==> config.mk <==
export PLATFORM = sky130hd
export DESIGN_NAME = inv_mix_col_seq
export DESIGN_NICKNAME = d
export VERILOG_FILES = /design/src/rtl/inv_mix_col_seq.sv
export SDC_FILE = /design/constraint.sdc
export NUM_CORES = 1
export LEC_CHECK = 0
export CAP_MARGIN = 0
export CORE_AREA = 8 8 159 221
export CTS_BUF_LIST = sky130_fd_sc_hd__clkbuf_8
export DETAILED_ROUTE_END_ITERATION = 10
export DIE_AREA = 0 0 167 229
export HOLD_SLACK_MARGIN = 0.08
export REMOVE_ABC_BUFFERS = 1
export SLEW_MARGIN = 20
export SYNTH_ARGS = -nofsm -noshare
export SYNTH_HDL_FRONTEND = slang
export SYNTH_SLANG_ARGS = --single-unit
export TNS_END_PERCENT = 30
==> constraint.sdc <==
create_clock -name clk -period 4 [get_ports clk]
set_clock_uncertainty 0.1 [all_clocks]
set_input_delay 1 -clock clk [delete_from_list [all_inputs] [get_ports clk]]
set_output_delay 1 -clock clk [all_outputs]
set_load 0.01 [all_outputs]
==> src/rtl/inv_mix_col_seq.sv <==
// inv_mix_col_seq
//   Column-serial AES MixColumns / InvMixColumns engine. A 128-bit state
//   block is captured on an input handshake. One column is transformed per
//   clock through a single shared set of GF(2^8) constant multipliers. The
//   result is then offered on the output side until the consumer accepts it.
//
// Handshake rule (both sides): a transfer happens on a rising clk edge where
//   valid & ready are both 1. in_ready is 1 only in IDLE. out_valid is 1 only
//   in DONE, and out_state is held stable there until out_ready is seen.
//
// Ports
//   clk        in   1    clock, rising edge
//   rst_n      in   1    asynchronous active-low reset
//   in_valid   in   1    upstream offers a block
//   in_ready   out  1    engine is idle and can take a block
//   in_state   in   128  block; column j = [127-32j : 96-32j], byte 0 = MSB
//   in_inv     in   1    1 = InvMixColumns, 0 = MixColumns
//   out_valid  out  1    out_state holds a finished result
//   out_ready  in   1    downstream takes the result
//   out_state  out  128  result, same layout as in_state
//   busy       out  1    engine is not idle
module inv_mix_col_seq #(
    parameter int NCOL = 4  // columns per block; only 4 is meaningful
) (
    input  logic                 clk,
    input  logic                 rst_n,
    input  logic                 in_valid,
    output logic                 in_ready,
    input  logic [32*NCOL-1:0]   in_state,
    input  logic                 in_inv,
    output logic                 out_valid,
    input  logic                 out_ready,
    output logic [32*NCOL-1:0]   out_state,
    output logic                 busy
);

    localparam int BLK_W = 32 * NCOL;

    typedef enum logic [1:0] {
        IDLE = 2'd0,
        CALC = 2'd1,
        DONE = 2'd2
    } state_t;

    state_t             state;
    state_t             state_nx;
    logic [BLK_W-1:0]   blk;
    logic               inv_r;
    logic [1:0]         col_cnt;
    logic [BLK_W-1:0]   res;
    logic [6:0]         col_base;
    logic [31:0]        col_in;
    logic [31:0]        col_out;
    logic [7:0]         a [4];

    // Multiply by x (0x02) modulo 0x11B.
    function automatic logic [7:0] xtime(input logic [7:0] v);
        xtime = {v[6:0], 1'b0} ^ (v[7] ? 8'h1b : 8'h00);
    endfunction

    // Constant product for the term in rotation position pos:
    //   inverse coefficients 14, 11, 13, 9 ; forward 2, 3, 1, 1.
    function automatic logic [7:0] coef_mul(input logic [7:0] v,
                                            input logic [1:0] pos,
                                            input logic       inv);
        logic [7:0] x2, x4, x8;
        x2 = xtime(v);
        x4 = xtime(x2);
        x8 = xtime(x4);
        coef_mul = v;
        if (inv) begin
            case (pos)
                2'd0:    coef_mul = x8 ^ x4 ^ x2;  // 14
                2'd1:    coef_mul = x8 ^ x2 ^ v;   // 11
                2'd2:    coef_mul = x8 ^ x4 ^ v;   // 13
                default: coef_mul = x8 ^ v;        // 9
            endcase
        end else begin
            case (pos)
                2'd0:    coef_mul = x2;            // 2
                2'd1:    coef_mul = x2 ^ v;        // 3
                default: coef_mul = v;             // 1
            endcase
        end
    endfunction

    // Column j sits at bit offset 32*(3-j); ~col_cnt is 3-col_cnt.
    assign col_base = {~col_cnt, 5'd0};
    assign col_in   = blk[col_base +: 32];

    assign a[0] = col_in[31:24];
    assign a[1] = col_in[23:16];
    assign a[2] = col_in[15:8];
    assign a[3] = col_in[7:0];

    // One multiplier set per output byte, shared by all four columns.
    for (genvar i = 0; i < 4; i++) begin : g_byte
        assign col_out[31-8*i -: 8] = coef_mul(a[i],         2'd0, inv_r)
                                    ^ coef_mul(a[(i+1) % 4], 2'd1, inv_r)
                                    ^ coef_mul(a[(i+2) % 4], 2'd2, inv_r)
                                    ^ coef_mul(a[(i+3) % 4], 2'd3, inv_r);
    end

    always_ff @(posedge clk or negedge rst_n) begin
        if (!rst_n) begin
            state   <= IDLE;
            blk     <= '0;
            inv_r   <= 1'b0;
            col_cnt <= 2'd0;
            res     <= '0;
        end else begin
            state <= state_nx;
            case (state)
                IDLE: begin
                    if (in_valid) begin
                        blk     <= in_state;
                        inv_r   <= in_inv;
                        col_cnt <= 2'd0;
                    end
                end
                CALC: begin
                    res[col_base +: 32] <= col_out;
                    // Wraps 3 -> 0 exactly when CALC is left.
                    col_cnt <= col_cnt + 2'd1;
                end
                default: ;
            endcase
        end
    end

    always_comb begin
        state_nx  = state;
        in_ready  = 1'b0;
        out_valid = 1'b0;
        busy      = 1'b1;
        case (state)
            IDLE: begin
                in_ready = 1'b1;
                busy     = 1'b0;
                if (in_valid) state_nx = CALC;
            end
            CALC: begin
                if (col_cnt == 2'd3) state_nx = DONE;
            end
            DONE: begin
                out_valid = 1'b1;
                if (out_ready) state_nx = IDLE;
            end
            default: state_nx = IDLE;
        endcase
    end

    assign out_state = res;

endmodule

==> flow_metrics.env <==
export IMPL_finalSetupTns_ns=0
export IMPL_regToRegStartpoint="col_cnt[0]$_DFFE_PN0P_"
export IMPL_synth_warnings=0
export IMPL_cts_tree="built"
export IMPL_io_pin_count=264
export IMPL_synth_seq_area_share_pct=51.9
export IMPL_wl_per_cell_um=21.8
export IMPL_ys_ff_latch=261
export IMPL_die_y_um=229
export IMPL_syn2layout_area_growth_pct=31.8
export IMPL_hold_class="input pin to asynchronous set/reset pin"
export IMPL_numPortBuffers=263
export IMPL_drtIter0Drc=349
export IMPL_core_mm2=0.0319
export IMPL_synthesis_instances=924
export IMPL_postCtsResizedCells=0
export IMPL_busiest_layer="met2"
export IMPL_netlist_area_mm2=0.0126
export IMPL_path_delay_family="XOR/XNOR gates"
export IMPL_grt_max_degree=86
export IMPL_final_area_mm2=0.0166
export IMPL_dp_hpwl_um=26900
export IMPL_period_share_pct=92.8
export IMPL_max_cap_viol_count=0
export IMPL_ys_types=43
export IMPL_place_area_mm2=0.0157
export IMPL_firstDrtPassIters=4
export IMPL_arrival_ns=4.00
export IMPL_r2r_slack_ns=0.29
export IMPL_grt_pass1_vias=9403
export IMPL_gp_routability_congestion=0.835
export IMPL_worst_setup_hold_path_clk_slew_ns=0.07
export IMPL_final_nets=1346
export IMPL_drt_wl_total_um=35800
export IMPL_final_antenna_net_count=0
export IMPL_outcome="completed"
export IMPL_fmax_mhz=269
export IMPL_worst_path_buf_inv=1
export IMPL_cts_root_buf="clkbuf_8"
export IMPL_rsz0062_at_grt="no"
export IMPL_worstReg2RegEnd="out_state[30]$_DFFE_PN0P_"
export IMPL_min_period_ns=3.71
export IMPL_finalHoldWorstSlack_ns=0.335
export IMPL_path_cells="buf_4 > mux4_2 > xnor3_2 > xor2_2 > xnor3_1 > nand2_1 > xnor2_1 > o21ai_0"
export IMPL_cts_hold_buf=0
export IMPL_grt_usage_pct=18.9
export IMPL_cts_max_level=2
export IMPL_post_cts_setup_buffer_count=0
export IMPL_cpMaxStageDelayCell="mux4_2"
export IMPL_dp_slack_ns=0.235
export IMPL_worstSetupPathType="register to register"
export IMPL_cts_made_buffers=42
export IMPL_use_met2_pct=34.1
export IMPL_syn_area_per_cell_um2=13.6
export IMPL_ff2ff_path_depth=8
export IMPL_clk_latency_ns=0.56
export IMPL_vias=8352
export IMPL_crit_fanout=12
export IMPL_finalSetupViolations=0
export IMPL_critPathMaxStageDelay_ns=0.72
export IMPL_antenna_found_initial=4
export IMPL_path_depth=8
export IMPL_clock_path_buffers=3
export IMPL_start_util_pct=39.4
export IMPL_slew_headroom_pct=39.6
export IMPL_drv_slew=0
export IMPL_rows=78
export IMPL_timing_final_ws_setup_ns=0.287
export IMPL_grtUsageMet1_pct=21.6
export IMPL_start_kind="register"
export IMPL_clock_sinks=261
export IMPL_drc=0
export IMPL_via_per_inst=5.08
export IMPL_cp_required_ns=4.29
export IMPL_hold_viol_final=0
export IMPL_grtUsageMet3_pct=3.91
export IMPL_worstMarginPinSlew_ns=0.905
export IMPL_die_area_mm2=0.0382
export IMPL_grt_pass1_wl_um=56600
export IMPL_drive_above_1_share_pct=23.3
export IMPL_die_w_um=167
export IMPL_setup_worst_path_end_class="register"
export IMPL_grt_overflow_total=0
cell usage in the layout, fill, tap and decap left out, drive strengths merged, types with 32 or more instances in the layout:
cell	netlist	routed
clkdlybuf4s50	0	262
dfrtp	261	261
mux2	129	129
xnor2	109	109
nand2	92	92
o21ai	60	60
a22o	54	54
clkbuf	35	52
xor2	45	45
mux4	32	32
through the flow:
| step | instances | util, % |
|---|---|---|
| floorplan | 872 | - |
| global placement | 1564 | 49.3 |
| detailed placement | 1564 | 49.3 |
| CTS | 1639 | 52.0 |
| global route | 1643 | 52.0 |
| finish | 1643 | 52.0 |
worst max-delay path by stage:
stage,slack (ns),to,from
2_1_floorplan,-0.65,blk[0]$_DFFE_PN0P_,in_valid
3_3_place_gp,0.34,out_state[30]$_DFFE_PN0P_,col_cnt[0]$_DFFE_PN0P_
3_5_place_dp,0.23,out_state[30]$_DFFE_PN0P_,col_cnt[0]$_DFFE_PN0P_
4_1_cts,0.22,out_state[30]$_DFFE_PN0P_,col_cnt[0]$_DFFE_PN0P_
5_1_grt,0.03,out_state[30]$_DFFE_PN0P_,col_cnt[0]$_DFFE_PN0P_
6_report,0.29,out_state[30]$_DFFE_PN0P_,col_cnt[0]$_DFFE_PN0P_
worst register-to-register path, cell delays in order, from the launching register on:
cell	delay, ns
dfrtp_2	0.57
buf_4	0.35
mux4_2	0.73
xnor3_2	0.47
xor2_2	0.31
xnor3_1	0.28
nand2_1	0.10
xnor2_1	0.45
o21ai_0	0.18
per-layer routing:
layer | vias up | wire [µm]
li1 | 3841 | -
met1 | 4199 | 14200
met2 | 253 | 18900
met3 | 59 | 1790
met4 | 0 | 926
met5 | - | 0
logic make-up after synthesis:
kind of cell,after synthesis,synth area share (%)
XOR/XNOR,170,15.6
flip-flops,261,51.9
buffers and inverters,57,2.35
AND/OR/NAND/NOR,124,4.25
AO/OA/AOI/OAI,141,7.71
multiplexers,166,17.7
adder cells (fa/ha/maj),5,0.497
cell usage after synthesis (all sizes together):
cell type | number | share of area [%]
a21oi | 10 | 0.40
xnor2 | 109 | 9.3
or4 | 1 | 0.060
o21ai | 60 | 2.4
mux4 | 32 | 5.8
xnor3 | 14 | 2.5
nand2 | 92 | 2.8
mux2 | 129 | 12
mux2i | 5 | 0.40
clkbuf | 35 | 1.0
a22o | 54 | 3.8
xor3 | 2 | 0.40
and2 | 3 | 0.17
buf | 17 | 1.2
nor4 | 1 | 0.050
nand2b | 1 | 0.050
nor2 | 12 | 0.36
and3 | 2 | 0.18
a221o | 8 | 0.64
xor2 | 45 | 3.4
nand4 | 2 | 0.099
inv | 5 | 0.15
ha | 5 | 0.50
or2 | 1 | 0.050
o21bai | 1 | 0.060
dfrtp | 261 | 52
o31ai | 8 | 0.48
or3 | 1 | 0.050
nor3 | 3 | 0.12
nor2b | 5 | 0.29
area by class of cell:
class / instances / area [µm²]
Tap cell: 400 / 500
Inverter: 5 / 18.8
Clock inverter: 23 / 125
Multi-Input combinational cell: 606 / 5790
Antenna cell: 4 / 10.0
Timing Repair Buffer: 292 / 2910
Sequential cell: 261 / 6530
Fill cell: 2838 / 15300
Clock buffer: 52 / 716
sequential cells by signal, indices dropped and copies added (netlist names):
| register | count |
|---|---|
| blk | 128 |
| out_state | 128 |
| col_cnt | 2 |
| state | 2 |
| inv_r | 1 |
Power is not shown: default switching activity piles up to over one toggle a cycle in this logic, so the estimate is an artifact.
